## src/rtl/secded_decoder.sv

```systemverilog
// secded_decoder: two-byte input, bit-serial Hamming(15,11)+overall-parity SECDED decoder.
// Optional macro SECDED_ERRCNT_EN adds saturating SingleCnt/DoubleCnt error counters.
`default_nettype none

module secded_decoder #(
  parameter int W    = 8,
  parameter int STEP = 1
) (
  input  logic          Clk,
  input  logic          Reset_n,
  input  logic [W-1:0]  InData,
  input  logic          In_valid,
  output logic          In_ready,
  output logic [10:0]   Data,
  output logic [1:0]    Status,
`ifdef SECDED_ERRCNT_EN
  output logic [7:0]    SingleCnt,
  output logic [7:0]    DoubleCnt,
`endif
  output logic          Out_valid,
  input  logic          Out_ready
);

  typedef enum logic [1:0] {
    S_LO   = 2'd0,
    S_HI   = 2'd1,
    S_CALC = 2'd2,
    S_OUT  = 2'd3
  } state_t;

  localparam logic [1:0] ST_CLEAN  = 2'b00;
  localparam logic [1:0] ST_SINGLE = 2'b01;
  localparam logic [1:0] ST_DOUBLE = 2'b10;

  state_t      state, state_n;
  logic [15:0] cw;
  logic [3:0]  syn, syn_n;
  logic        par, par_n;
  logic [4:0]  idx;
  logic [3:0]  pos;
  logic [15:0] flip_mask;
  logic [15:0] fixed_cw;
  logic [1:0]  status_n;
  logic [10:0] data_q;
  logic [1:0]  status_q;

  // idx[4] set means all 16 bits have been folded into syn/par
  wire calc_done = idx[4];

  function automatic logic [10:0] extract(input logic [15:0] c);
    return {c[15:9], c[7:5], c[3]};
  endfunction

  always_ff @(posedge Clk or negedge Reset_n) begin
    if (!Reset_n) state <= S_LO;
    else          state <= state_n;
  end

  always_comb begin
    state_n = state;
    case (state)
      S_LO:    if (In_valid)  state_n = S_HI;
      S_HI:    if (In_valid)  state_n = S_CALC;
      S_CALC:  if (calc_done) state_n = S_OUT;
      S_OUT:   if (Out_ready) state_n = S_LO;
      default: state_n = S_LO;
    endcase
  end

  assign In_ready  = (state == S_LO) || (state == S_HI);
  assign Out_valid = (state == S_OUT);
  assign Data      = data_q;
  assign Status    = status_q;

  // Fold STEP codeword bits into the syndrome and overall parity
  always_comb begin
    syn_n = syn;
    par_n = par;
    pos   = '0;
    for (int k = 0; k < STEP; k++) begin
      pos = idx[3:0] + 4'(k);
      if (cw[pos]) begin
        syn_n = syn_n ^ pos;
        par_n = ~par_n;
      end
    end
  end

  // Odd overall parity means one flipped bit; syndrome 0 points at p0 itself
  always_comb begin
    flip_mask = par ? (16'd1 << syn) : 16'd0;
    fixed_cw  = cw ^ flip_mask;
    if (par)             status_n = ST_SINGLE;
    else if (syn != 4'd0) status_n = ST_DOUBLE;
    else                 status_n = ST_CLEAN;
  end

  always_ff @(posedge Clk or negedge Reset_n) begin
    if (!Reset_n) begin
      cw       <= '0;
      syn      <= '0;
      par      <= 1'b0;
      idx      <= '0;
      data_q   <= '0;
      status_q <= ST_CLEAN;
    end else begin
      case (state)
        S_LO: if (In_valid) cw[7:0] <= InData[7:0];
        S_HI: if (In_valid) begin
          cw[15:8] <= InData[7:0];
          syn      <= '0;
          par      <= 1'b0;
          idx      <= '0;
        end
        S_CALC: begin
          if (!calc_done) begin
            syn <= syn_n;
            par <= par_n;
            idx <= idx + 5'(STEP);
          end else begin
            data_q   <= extract(fixed_cw);
            status_q <= status_n;
          end
        end
        default: ;
      endcase
    end
  end

`ifdef SECDED_ERRCNT_EN
  always_ff @(posedge Clk or negedge Reset_n) begin
    if (!Reset_n) begin
      SingleCnt <= '0;
      DoubleCnt <= '0;
    end else if (state == S_CALC && calc_done) begin
      if (status_n == ST_SINGLE && SingleCnt != 8'hFF) SingleCnt <= SingleCnt + 8'd1;
      if (status_n == ST_DOUBLE && DoubleCnt != 8'hFF) DoubleCnt <= DoubleCnt + 8'd1;
    end
  end
`endif

endmodule

`default_nettype wire

```

## config.mk

```make
export PLATFORM = sky130hd
export DESIGN_NAME = secded_decoder
export DESIGN_NICKNAME = d
export VERILOG_FILES = /design/src/rtl/secded_decoder.sv
export SDC_FILE = /design/constraint.sdc
export NUM_CORES = 1
export LEC_CHECK = 0
export CAP_MARGIN = 20
export CORE_UTILIZATION = 40
export DETAILED_ROUTE_END_ITERATION = 8
export PLACE_DENSITY = 0.64
export SKIP_LAST_GASP = 1
export SLEW_MARGIN = 20
export SYNTH_ARGS = -nofsm -noshare
export SYNTH_HDL_FRONTEND = slang
export SYNTH_SLANG_ARGS = --single-unit
```

## constraint.sdc

```tcl
create_clock -name Clk -period 2.5 [get_ports Clk]
set_input_delay 0.375 -clock Clk [delete_from_list [all_inputs] [get_ports Clk]]
set_output_delay 0.375 -clock Clk [all_outputs]
set_load 0.05 [all_outputs]
```

# Word level (Yosys, flattened, before mapping)
# Index checks and enable logic that the tools add are counted.
# W data, S select, Z words.
dict set report word_totals {
  regBits 41
  input_bits 12
  output_inout_bits 15
  elab_cells 56
}
dict set report op_classes {
  n_addsub 1
  n_lt_le_gt_ge 1
  n_eq_ne 9
  shifts 1
  n_mux 21
  bitwise 3
  n_reduce_logical 11
}
# operator count
set ops {}
lappend ops {{$mux W16} 1}
lappend ops {{$shl A1 B4 Y16 const A} 1}
lappend ops {{$xor A16 B16 Y16} 1}
lappend ops {{$mux W2} 6}
lappend ops {{$mux W4} 3}
lappend ops {{$mux W5} 2}
lappend ops {{$ne A2 B2 Y1 const B} 5}
lappend ops {{$pmux W5 S2} 1}
lappend ops {{$pmux W2 S4} 1}
lappend ops {{$pmux W4 S2} 1}
lappend ops {{$reduce_and A2 Y1} 4}
lappend ops {{$reduce_and A4 Y1} 2}
lappend ops {{$add A5 B1 Y5 const B} 1}
lappend ops {{$lt A4 B5 Y1 const B} 1}
lappend ops {{$bmux W1 S4} 1}
lappend ops {{$eq A2 B2 Y1 const B} 2}
lappend ops {{$mux W1} 4}
lappend ops {{$reduce_bool A4 Y1} 1}
lappend ops {{$xor A4 B4 Y4} 1}
lappend ops {{$reduce_and A3 Y1} 1}
lappend ops {{$eq A2 B1 Y1 const B} 1}
lappend ops {{$logic_not A2 Y1} 1}
lappend ops {{$ne A2 B1 Y1 const B} 1}
lappend ops {{$pmux W1 S2} 1}
lappend ops {{other kinds (3)} 3}

# Depth between registers and ports, before layout
# Gate-level depths: netlist of run 1.
dict set report logic_depth {
  word_depth 5
  mapped_depth 9
  ltp_nobuf 7
}

# Worst setup path after synthesis of run 1
# No wires, ideal clock.
dict set report synth_path {
  path_type {reg2reg}
  startpoint {register state[0]}
  endpoint {register syn[2]}
  setup_time_ns 0.078
  arrival_ns 1.967
  required_ns 2.422
  setup_slack_ns 0.456
  path_stages_with_launch 10
  n_path_buf 2
  synth_period_minus_slack_ns 2.044
  path_cell_list {dfrtp_1 -> inv_1 -> ha_1 -> clkbuf_1 -> nand2_1 -> o211a_1 -> clkbuf_1 -> nand2_1 -> or3_2 -> a21oi_1}
}
dict set report synth_via {
  elab_chain_cells 3
  elab_cells_between_ends 8
  classes_between {eq/ne: 5; mux: 1; reduce/logical: 2}
}
# element line_no
set synth_lines {}
lappend synth_lines {{from (decl)} 35} ;# state_t state, state_n;
lappend synth_lines {{from (signal assigned)} 56} ;# else state <= state_n;
lappend synth_lines {{$eq A2 B2 Y1 / $eq A2 B1 Y1 (equally long branches)} 107} ;# case (state)
lappend synth_lines {{$ne A2 B2 Y1 (no line) / $reduce_bool A2 Y1 (equally long branches)} n/a}
lappend synth_lines {{$reduce_and A4 Y1 (no line)} n/a}
lappend synth_lines {{to (signal assigned)} 117} ;# syn <= syn_n;
lappend synth_lines {{to (decl)} 37} ;# logic [3:0] syn, syn_n;
# Parallel ways exist; a longest one is shown, timed or not.
# A chain may end at the register's enable or synchronous reset.

# Worst setup path after layout of run 1
dict set report layout_path {
  startpoint {register state[1]}
  endpoint {output port In_ready}
}
dict set report layout_via {
  elab_chain_cells 2
  elab_cells_between_ends 3
  classes_between {eq/ne: 1; reduce/logical: 2}
}
# element line_no
set layout_lines {}
lappend layout_lines {{$eq A2 B1 Y1 / $logic_not A2 Y1 (equally long branches)} 70} ;# assign In_ready = (state == S_LO) || (state == S_HI);
lappend layout_lines {{$logic_or A1 B1 Y1 (*)} 70}
lappend layout_lines {{to (decl)} 13} ;# output logic In_ready,
# Mark *: on every way between the ends. The rest lies on a longest branch, timed or not.

==> results.cfg, run 1 <==
[die]
dieArea_mm2 = 0.005472
ios = 27
dieWidth_um = 73.97
core_area_mm2 = 0.004848
die_h_um = 73.97
start_util = 0.4274
placementRows = 25

[layout]
seq_area_mm2 = 0.001026
fillCellCount = 462
multi_input_area_um2 = 992.2
area_growth_pct = 19.02
insertedDiodeCount = 0
final_util = 0.5086
nNetsFinal = 232
drive_gt1_frac = 0.1628

[yosys]
syn-num-nets = 205
synth_cells = 187
synth_compound_area_frac = 0.08816
avgSynthCellArea_um2 = 11.08
yosys.area_share.simple = 0.1437
synthXorXnorAreaFrac = 0.05918
synthAdderAreaFrac = 0.03623
synth.distinct_cells = 35
synth-seq-cells = 41
ys_seq_area_frac = 0.4952
synth_warnings = 0
synth_top_family_by_area = multiplexers
muxShareOfSynthArea = 0.1516
synth_area_mm2 = 0.002072

[global_route]
grt_max_degree = 42
grt_pass1_wl_mm = 6.513
grt_remaining_overflow = 0
antenna_found_initial = 0
grt_pass1_vias = 1384
grt_use_total = 0.1628

[worst_setup_path]
cp.arrival_ps = 1960
reg2reg_depth = 5
crit_path_end_kind = primary output
r2r_end = par
reg2reg_slack_ps = 290
start_kind = flip-flop
reg2reg_from = idx[0]
crit_start = state[1]
crit_type = flip-flop to primary output
required_ps = 2120
worstPathMaxFanout = 4

[route]
via_per_inst = 4.943
num_vias = 1394
drtIter0Drc = 34
post-route-drc-count = 0
drt-total-wl_mm = 3.875
dr.pass1.iters = 4
ant_nets = 0
wl_per_cell_um = 13.74

[sta]
finalCritPeriodShare = 0.9351
post-route-min-period_ps = 2338
rsz0062_at_grt = false
maxSlewViolCount = 0
fin_tns_setup_ps = 0
setup_viol = 0
clock.fmax_ghz = 0.4278
maxSlewHeadroom = 0.3788
hold_violations = 0
timing.hold.ws_ps = 215.9
finClkSkew_ps = 9.431
worst_pin_slew_ps = 931.7

[pwr]
ir_drop_mv = 0.5219
power_density_mw_per_mm2 = 1017
p_leak_nw = 1.003

[place]
routabilityCongestion = 0.7884
port_buffers = 26
dp.final_hpwl_mm = 2.784

[clock_network]
numCtsBuffers = 5
cts_htree_levels = 2
cts.reportedPaths.clkPinSlew_ps = 80
clock_path_buffers = 2
post_cts_buffers = 0
cts_sinks = 41
cts_resized = 0
postCtsHoldBufs = 0
cts_tree = done
clock_latency_ps = 300
ctsRootBufferMaster = clkbuf_8

[hold_path]
hold_class = input port to asynchronous set/reset pin

[run_status]
status = completed

[run]
max_cap_violations = 0
[through the flow]
stage               cell area, µm²  power [mW]  setup slack, ps  instances
finish                        2466       2.507            162.3        282
global placement              2384       2.095            307.0        274
detailed placement            2384       2.110            283.1        274
floorplan                     2072       1.861            455.8        187
global route                  2466       2.681            59.61        282
CTS                           2466       2.531            155.8        282
[final cells by class]
cell class,instances,area share
inverter,5,0.007610
sequential,41,0.4160
clock inverter,2,0.004059
tap,67,0.03399
multi-input combinational,134,0.4023
clock buffer,6,0.02943
timing repair buffer,27,0.1065
[power breakdown]
part	leakage (nW)	internal, mW	switching [mW]	total (mW)
clock network	0.0450	0.193	0.222	0.416
logic	0.429	0.509	0.463	0.972
registers	0.529	0.863	0.256	1.12
total	1.00	1.57	0.941	2.51
[worst max-delay path by stage]
| stage | endpoint | slack [ps] | cells after the start |
|---|---|---|---|
| 6_report | In_ready | 160 | 5 |
| 5_1_grt | In_ready | 60 | 5 |
| 4_1_cts | In_ready | 160 | 5 |
| 3_5_place_dp | par | 280 | 5 |
| 3_3_place_gp | par | 310 | 5 |
| 2_1_floorplan | syn[2] | 460 | 9 |
[cell usage after synthesis]
master	count	area [µm²]
dfrtp_1	41	1026
nand2_1	20	75.07
mux2_2	19	214.0
nor2_1	17	63.81
o21ai_0	15	75.07
xnor2_1	11	96.34
a21oi_1	6	30.03
ha_1	6	75.07
clkbuf_1	5	18.77
inv_1	5	18.77
nand2b_1	5	31.28
mux2i_1	4	40.04
nand3b_1	4	30.03
xor2_1	3	26.28
mux4_2	2	45.04
nand3_1	2	10.01
nor3_1	2	10.01
o221ai_1	2	17.52
or3_1	2	12.51
a311oi_4	1	26.28
a41oi_1	1	8.760
and3b_4	1	12.51
buf_2	1	5.000
buf_6	1	11.26
mux2_4	1	15.01
nand4_1	1	6.260
nand4b_1	1	8.760
nor2b_1	1	6.260
nor2b_2	1	8.760
nor4_1	1	6.260
nor4b_1	1	8.760
o211a_1	1	10.01
o211ai_1	1	7.510
o31ai_1	1	7.510
or3_2	1	7.510
[flip-flops by register name, summed over array words and instances, names as in the netlist]
register	count
cw	16
idx	5
state	2
syn	4
Status	2
Data	11
par	1
[routing by layer]
layer  part of all wire  global-route usage  wire (µm)
met4              0.015             0.07265         59
met5                  0                   0          0
met3              0.049             0.06369        191
met1               0.49              0.2104       1904
met2               0.44              0.2424       1718
[critical path, cell delays in order, from the launching register on]
cell and delay (ps):
dfrtp_1 410, inv_1 110, ha_1 220, nor2_1 80, inv_1 50, clkdlybuf4s50_1 790
[placed cells by master (no fill, tap or decap), drive strengths merged, types with 2 or more instances in the layout]
master	n
inv	5
xnor2	11
or3	3
nand2	20
nand3b	4
mux2	20
clkdlybuf4s50	25
clkinv	2
mux2i	4
nor3	2
nand3	2
nor2	17
nand2b	5
xor2	3
o221ai	2
o21ai	15
mux4	2
dfrtp	41
buf	2
clkbuf	6
nor2b	2
ha	6
a21oi	6
[cell families after synthesis]
| kind of cell | count (synthesis) |
|---|---|
| XOR/XNOR | 14 |
| multiplexers | 26 |
| AND/OR/NAND/NOR | 60 |
| adder cells (fa/ha/maj) | 6 |
| flip-flops | 41 |
| AO/OA/AOI/OAI | 28 |
| buffers and inverters | 12 |
No activity file was read; power rests on OpenSTA's default activity.
==> run 2, diff against run 1 <==
--- a/config.mk
+++ b/config.mk
@@ -6,6 +6,7 @@
 export NUM_CORES = 1
 export LEC_CHECK = 0
 export CAP_MARGIN = 20
+export CORE_ASPECT_RATIO = 0.5
 export CORE_UTILIZATION = 40
 export DETAILED_ROUTE_END_ITERATION = 8
 export PLACE_DENSITY = 0.64
==> run 2 against run 1 <==
Net effect:
- final cell count up 0.35%
- first-iteration DRC count down 24%
- die area up 0.32%
- critical path depth unchanged
- flip-flop and latch count unchanged
- sequential share of layout area up 0.085 points
- hold slack worse by 13 ps
- utilization down 1.2 points
- clock power down 5.0%
- highest routed layer unchanged
==> results.cfg, run 2 (same netlist as run 1, synthesis figures left out) <==
[route]
via_per_inst = 5.011
ant_nets = 0
wl_per_cell_um = 13.67
dr.pass1.iters = 4
drt-total-wl_mm = 3.870
drtIter0Drc = 26
post-route-drc-count = 0
num_vias = 1418

[pwr]
power_density_mw_per_mm2 = 1010
switching_share = 0.3740
power_switching_uw = 929.7
ir_drop_mv = 0.6424
p_leak_nw = 0.9981
p_seq_frac = 0.452
p_comb_frac = 0.389
p_int_mw = 1.556
clkPwrFrac = 0.159

[sta]
maxSlewHeadroom = 0.4096
worst_pin_slew_ps = 885.6
finalCritPeriodShare = 0.9347
fin_tns_setup_ps = 0
post-route-min-period_ps = 2337
timing.hold.ws_ps = 203.0
clock.fmax_ghz = 0.4279
hold_violations = 0
setup_viol = 0
finClkSkew_ps = 3.661
maxSlewViolCount = 0
rsz0062_at_grt = false

[clock_network]
clock_path_buffers = 2
postCtsHoldBufs = 0
numCtsBuffers = 5
cts_sinks = 41
clock_latency_ps = 290
cts_htree_levels = 2
cts_resized = 0
post_cts_buffers = 0
cts_tree = done
cts.reportedPaths.clkPinSlew_ps = 70
ctsRootBufferMaster = clkbuf_8

[worst_setup_path]
crit_type = flip-flop to primary output
crit_path_max_incr_delay_ps = 790
critPathTopFamily = buffers and inverters
worstPathBufferInverterCount = 3
cp.arrival_ps = 1960
crit_start = state[1]
crit_chain = inv_1 > ha_1 > nor2_1 > inv_1 > clkdlybuf4s50_1
worstPathMaxFanout = 4
required_ps = 2120
cp_common_cell = inv_1
reg2reg_from = idx[0]
crit_path_end_kind = primary output
worst_path_max_delay_cell = clkdlybuf4s50_1
start_kind = flip-flop

[die]
ios = 27
dieWidth_um = 103.8
die_h_um = 52.89
placementRows = 18
start_util = 0.4182
core_area_mm2 = 0.004955
dieArea_mm2 = 0.005489

[global_route]
grt_pass1_wl_mm = 6.479
antenna_found_initial = 0
grt_use_total = 0.1562
grt_pass1_vias = 1361
grt_max_degree = 42
grt_remaining_overflow = 0

[hold_path]
hold_class = input port to asynchronous set/reset pin

[place]
dp.final_hpwl_mm = 2.883
routabilityCongestion = 0.8204
port_buffers = 26

[layout]
fillCellCount = 458
nNetsFinal = 232
insertedDiodeCount = 0
multi_input_area_um2 = 992.2
final_common_cell = dfrtp_1
largest_reg_flops = 16
top_register = cw
final_cell_mix = 41 x dfrtp_1, 25 x clkdlybuf4s50_1, 20 x nand2_1
seq_area_mm2 = 0.001026
area_growth_pct = 18.78
drive_gt1_frac = 0.1596

[run_status]
status = completed

[run]
max_cap_violations = 0
==> run 2: changes by cell type in the layout (fill, tap and decap cells not counted) <==
| cell | change |
|---|---|
| clkbuf_1 | -1 |
| clkinv_2 | -1 |
==> run 2: stage by stage <==
stage                     instance area, µm²  power [mW]  utilization  worst slack, ps  instances
final                                   2461       2.486       0.4967            163.1        283
after global routing                    2461       2.669       0.4967            29.34        283
after CTS                               2461       2.514       0.4967            136.3        283
after detailed placement                2387       2.109       0.4818            269.5        277
after global placement                  2387       2.089       0.4818            321.3        277
after floorplan                         2072       1.861            -            455.8        187
==> run 2: power groups by stage <==
stage	Clock [mW]	Sequential, mW	Combinational [mW]
2_1_floorplan	0	1.01	0.856
3_3_place_gp	0	1.14	0.953
3_5_place_dp	0	1.14	0.974
4_1_cts	0.412	1.12	0.980
5_1_grt	0.438	1.16	1.07
6_report	0.395	1.12	0.968
==> run 2: cell type report <==
| type | count | share of cell area |
|---|---|---|
| clock inverter | 1 | 0.002034 |
| clock buffer | 5 | 0.02796 |
| inverter | 5 | 0.007626 |
| timing repair buffer | 27 | 0.1068 |
| sequential | 41 | 0.4169 |
| tap | 70 | 0.03559 |
| multi-input combinational | 134 | 0.4032 |
==> run 2: routing by layer <==
layer | track usage | up-vias | part of all wire
li1 | - | 705 | -
met5 | 0 | - | 0
met3 | 0.04557 | 4 | 0.042
met4 | 0.05238 | 0 | 0.0096
met2 | 0.2416 | 24 | 0.43
met1 | 0.2125 | 685 | 0.52
==> run 2: worst paths after layout <==
| kind | endpoint | slack, ps | cells past startpoint |
|---|---|---|---|
| worst max-delay path | In_ready | 160 | 5 |
| min in group Clk | Data[3] | 480 | 2 |
| worst min register to register | Data[3] | 480 | 2 |
| max in group asynchronous | state[1] | 1740 | 1 |
| worst min-delay path | Data[10] | 200 | 1 |
| worst max register to register | par | 280 | 5 |
==> RTL change 1 (config.mk and constraints of run 1) <==
The option `SECDED_ERRCNT_EN` is turned on by a define.
--- a/src/rtl/secded_decoder.sv
+++ b/src/rtl/secded_decoder.sv
@@ -1,6 +1,8 @@
 // secded_decoder: two-byte input, bit-serial Hamming(15,11)+overall-parity SECDED decoder.
 // Optional macro SECDED_ERRCNT_EN adds saturating SingleCnt/DoubleCnt error counters.
 `default_nettype none
+
+`define SECDED_ERRCNT_EN
 
 module secded_decoder #(
   parameter int W    = 8,
Function (old outputs only; new: DoubleCnt and SingleCnt): kept (Yosys induction, for registers that start in step).
==> RTL change 1 against run 1 <==
  * Die area rose by 35%
  * Count of clock-buffer cells in the layout rose by 7
  * Setup slack improved by 0.25 ns
  * Power rose by 32%
  * Sequential cell count rose by 16
  * Cell area rose by 46%
  * Sequential power rose by 21%
  * Routed wire length rose by 48%
  * Area after synthesis rose by 36%
  * Critical path type unchanged
  * Largest cell class unchanged
==> RTL change 1: results (changes against run 1) <==
| Metric | Value |
|---|---|
| Outcome | completed |
| Met3 Use GR | 5.49% (-0.88 points) |
| Vias in the first global route | 2,002 (+45%) |
| Drt pass-1 iters | 4 (unchanged) |
| Routability cong. | 0.863 (+9.5%) |
| M2 GR Usage | 25.4% (+1.2 points) |
| Slowest cell on the critical path | clkdlybuf4s50_1 |
| Peak VDD IR | 774 µV (+48%) |
| Worst clock skew | 0.00779 ns (-0.00165 ns) |
| Filler instances | 614 (+33%) |
| Diodes inserted | 0 (unchanged) |
| Routed WL | 5750 µm (+48%) |
| Global Route Usage Sum | 17.1% (+0.86 points) |
| Met1 usage | 22.9% (+1.9 points) |
| Synth top cells by count | dfrtp_1, nand2_1, xnor2_1 |
| CTS Buf Count | 9 (+4) |
| Reg clk slew, reported paths | 0.07 ns |
| Post-detail-place hpwl | 4130 µm (+48%) |
| Top delay family on crit path | buffers and inverters |
| Post-synth ARST share | 100% (unchanged) |
| Via density | 4.97 (+0.55%) |
| CP max stage delay | 0.81 ns (+0.02 ns) |
| Root Driver | clkbuf_8 |
| Static leakage | 0.00155 µW (+55%) |
| Worst Hold Class | input pin to asynchronous set/reset pin |
| Port Buffers | 42 (+62%) |
| Synth top area cells | dfrtp_1, mux2_2, xnor2_1 |
| Final Hold Fails | 0 (unchanged) |
| CTS max path bufs | 2 (unchanged) |
| Initial DRC count | 136 (+300%) |
| Share of layout cells above drive strength 1 | 16.9% (+0.65 points) |
| Clk Latency, worst-skew pair | 0.34 ns (+0.04 ns) |
| Post-Syn Nets | 271 (+32%) |
| Max reg flops | 16 (unchanged) |
| CP Data Required Time | 2.12 ns (about the same) |
| Seq/Total Area, Yosys | 50.6% (+1.0 points) |
| Largest net degree at the start of global routing | 30 (-29%) |
| First-pass GRT wire length | 9530 µm (+46%) |
| Max_slew headroom | 65.8% (+28 points) |
| Initial antenna violation count | 0 (unchanged) |
| Top reg by flops | cw |
| Ys Warns | 0 (unchanged) |
| Synth unique cells | 47 (+34%) |
| Crit-path max FO | 3 (-1) |
| Htree depth | 3 (+1) |
| Number of nets in the layout | 328 (+41%) |
-- RTL change 1: changes by cell type after synthesis, sizes merged, moves of 4 or more --
cell and change:
nand3 +4, nand2 +6, xnor2 +11, dfrtp +16, mux2i +4
-- RTL change 1: timing repair --
action	4_1_cts	5_1_grt
gates resized for setup	0	1
setup buffers	0	0
endpoints found under the hold margin	6	0
hold buffers	1	0
endpoints found under the setup margin	0	1
-- RTL change 1: worst paths after layout --
kind	from	depth (start not counted)	slack [ns]	to
setup / recovery	state[0]	2	0.41	Out_valid
hold / removal	Reset_n	2	0.42	SingleCnt[5]
setup reg to reg	state[0]	7	0.43	syn[3]
hold reg to reg	Data[6]	2	0.48	Data[6]
max in group asynchronous	Reset_n	3	1.53	idx[1]
min in group Clk	Data[6]	2	0.48	Data[6]
-- RTL change 1: cells by family (layout without fill, tap and decap cells) --
logic type,Yosys count,after routing,synth area share (%)
and+or+nand+nor,78,78,13.6
muxes,31,31,13.1
buffers and inverters,14,76,2.44
adders and majority gates,8,8,3.55
AOI/OAI and AO/OA,37,37,8.69
xor gates and xnor gates,26,26,8.07
DFF,57,57,50.6
-- RTL change 1: final cells by class --
cell class                 instances  area share [%]
sequential                        57            39.6
clock buffer                      13            4.14
tap                               96            3.34
timing repair buffer              52            14.1
inverter                           8           0.834
clock inverter                     3            1.11
multi-input combinational        180            36.8
-- RTL change 1: routing by layer --
layer / share of wire (%) / wire, µm
met4: 1.5 / 89
met1: 50 / 2880
met5: 0 / 0
met3: 4.1 / 238
met2: 44 / 2540
-- RTL change 1: where the power goes --
part	switching, µW	leakage (µW)	internal (µW)	total (µW)
logic	546	0.000701	560	1110
registers	234	0.000753	1120	1350
clock network	360	0.0000974	485	846
-- RTL change 1: through the flow --
step	cells	worst slack (ns)	hold WS, ns	cell area [µm²]
4_1_cts	409	0.0785	0.419	3600
3_5_place_dp	392	0.449	0.238	3400
6_report	409	0.409	0.419	3600
2_1_floorplan	251	0.313	0.0794	2820
3_3_place_gp	392	0.436	0.237	3400
5_1_grt	409	0.236	0.417	3600
==> RTL change 2 (flow settings as in run 1) <==
Made on the original files. Put one more register stage on the output `Status`, with the module's reset. The value now appears one clock later. The other outputs are not delayed to match.
--- a/src/rtl/secded_decoder.sv
+++ b/src/rtl/secded_decoder.sv
@@ -70,7 +70,13 @@
   assign In_ready  = (state == S_LO) || (state == S_HI);
   assign Out_valid = (state == S_OUT);
   assign Data      = data_q;
-  assign Status    = status_q;
+  always_ff @(posedge Clk or negedge Reset_n) begin
+    if (!Reset_n) begin
+      Status <= '0;
+    end else begin
+      Status <= status_q;
+    end
+  end
 
   // Fold STEP codeword bits into the syndrome and overall parity
   always_comb begin
Check against the original RTL: no difference found for any inputs over 10 cycles, from zero or initial values and one cycle with Reset_n low; that may be too few to reach the edited logic, so the function may still have changed.
==> RTL change 2 against run 1 <==
  * Setup slack improved by 0.028 ns
  * Power is 4.7% higher
  * Combinational power is 4% higher
  * Via count up 7.7%
  * Routed wire length is 4.5% higher
  * Sequential cell count increased by 2
  * Cell count is 5.3% higher
  * Cell area rose by 5.2%
  * First-iteration DRC count grew to 3.1 times the old value
  * Area after synthesis increased by 6.7%
==> RTL change 2: results (changes against run 1) <==
| Metric | Value |
|---|---|
| Synth top cells by count | dfrtp_1, nand2_1, mux2_2, o21ai_0, nor2_1 |
| Initial DRC count | 106 (+210%) |
| Clock Network Area Fraction | 3.96% (+0.61 points) |
| Outcome | completed |
| Buffer share of cell area | 10.7% (+0.055 points) |
| Fraction of area in multi-input gates | 39.5% (-0.77 points) |
| Filler instances | 504 (+9.1%) |
| Static leakage | 0.00105 µW (+5.0%) |
| First-pass GRT wire length | 7020 µm (+7.8%) |
| Largest net degree at the start of global routing | 44 (+4.8%) |
| Sw Ratio | 36.2% (-1.3 points) |
| Max_slew headroom | 37.0% (-0.87 points) |
| Placed cell area | 2490 µm² (+4.5%) |
| Number of nets in the layout | 245 (+5.6%) |
| Layout Cells excl Fill | 297 (+5.3%) |
| Arrival time at the worst endpoint | 1.93 ns (-0.03 ns) |
| Worst clock skew | 0.00291 ns (-0.00652 ns) |
| Avg Inst Size Synth | 11.1 µm² (-0.23%) |
| Routability cong. | 0.784 (-0.62%) |
| #FFs+latches synth | 43 (+4.9%) |
| Vias in the first global route | 1,454 (+5.1%) |
| Rows | 26 (+4.0%) |
| Global Route Usage Sum | 15.4% (-0.92 points) |
| Pre-CTS setup slack | 0.514 ns (+0.231 ns) |
| R2r setup slk | 0.60 ns (+0.31 ns) |
| Share of layout cells above drive strength 1 | 15.9% (-0.42 points) |
| Peak VDD IR | 799 µV (+53%) |
RTL change 2: logic make-up (layout without fill, tap and decap cells):
logic type	after synthesis	in the layout	share of synthesized area [%]
AOI/OAI and AO/OA	38	38	11.2
xor gates and xnor gates	11	11	4.36
adders and majority gates	6	6	3.40
buffers and inverters	16	43	5.04
DFF	43	43	48.7
muxes	23	23	12.7
and+or+nand+nor	63	63	14.6
RTL change 2: through the flow:
| step | total power [µW] | hold WS, ns | util [%] |
|---|---|---|---|
| after floorplan | 1880 | 0.0794 | - |
| after global placement | 2090 | 0.358 | 47.9 |
| after detailed placement | 2120 | 0.368 | 47.9 |
| after CTS | 2640 | 0.261 | 49.8 |
| after global routing | 2800 | 0.310 | 49.8 |
| final | 2630 | 0.224 | 49.8 |
RTL change 2: per-layer routing:
metal | global-route usage [%] | routed length, µm
met1 | 21.2 | 2000
met2 | 23.7 | 1850
met3 | 3.35 | 145
met4 | 5.77 | 59
met5 | 0 | 0
RTL change 2: power by group through the flow:
| stage | combinational (µW) | clock, µW | sequential (µW) |
|---|---|---|---|
| floorplan | 875 | 0 | 1010 |
| global placement | 1000 | 0 | 1090 |
| detailed placement | 1020 | 0 | 1100 |
| CTS | 1020 | 533 | 1090 |
| global route | 1130 | 561 | 1110 |
| finish | 1010 | 522 | 1090 |
RTL change 2: worst min path at each step:
stage | from | endpoint | cells after the start
2_1_floorplan | Reset_n | Data[0] | 0
3_3_place_gp | status_q[1] | Status[1] | 0
3_5_place_dp | status_q[1] | Status[1] | 0
4_1_cts | Reset_n | Status[0] | 1
5_1_grt | Reset_n | Status[0] | 1
6_report | Reset_n | Status[0] | 1
RTL change 2: worst max-delay path: stages, from the launching register on:
cell and delay (ns):
dfrtp_1 0.40, inv_1 0.12, ha_1 0.21, nor2_1 0.07, inv_1 0.05, clkdlybuf4s50_1 0.79
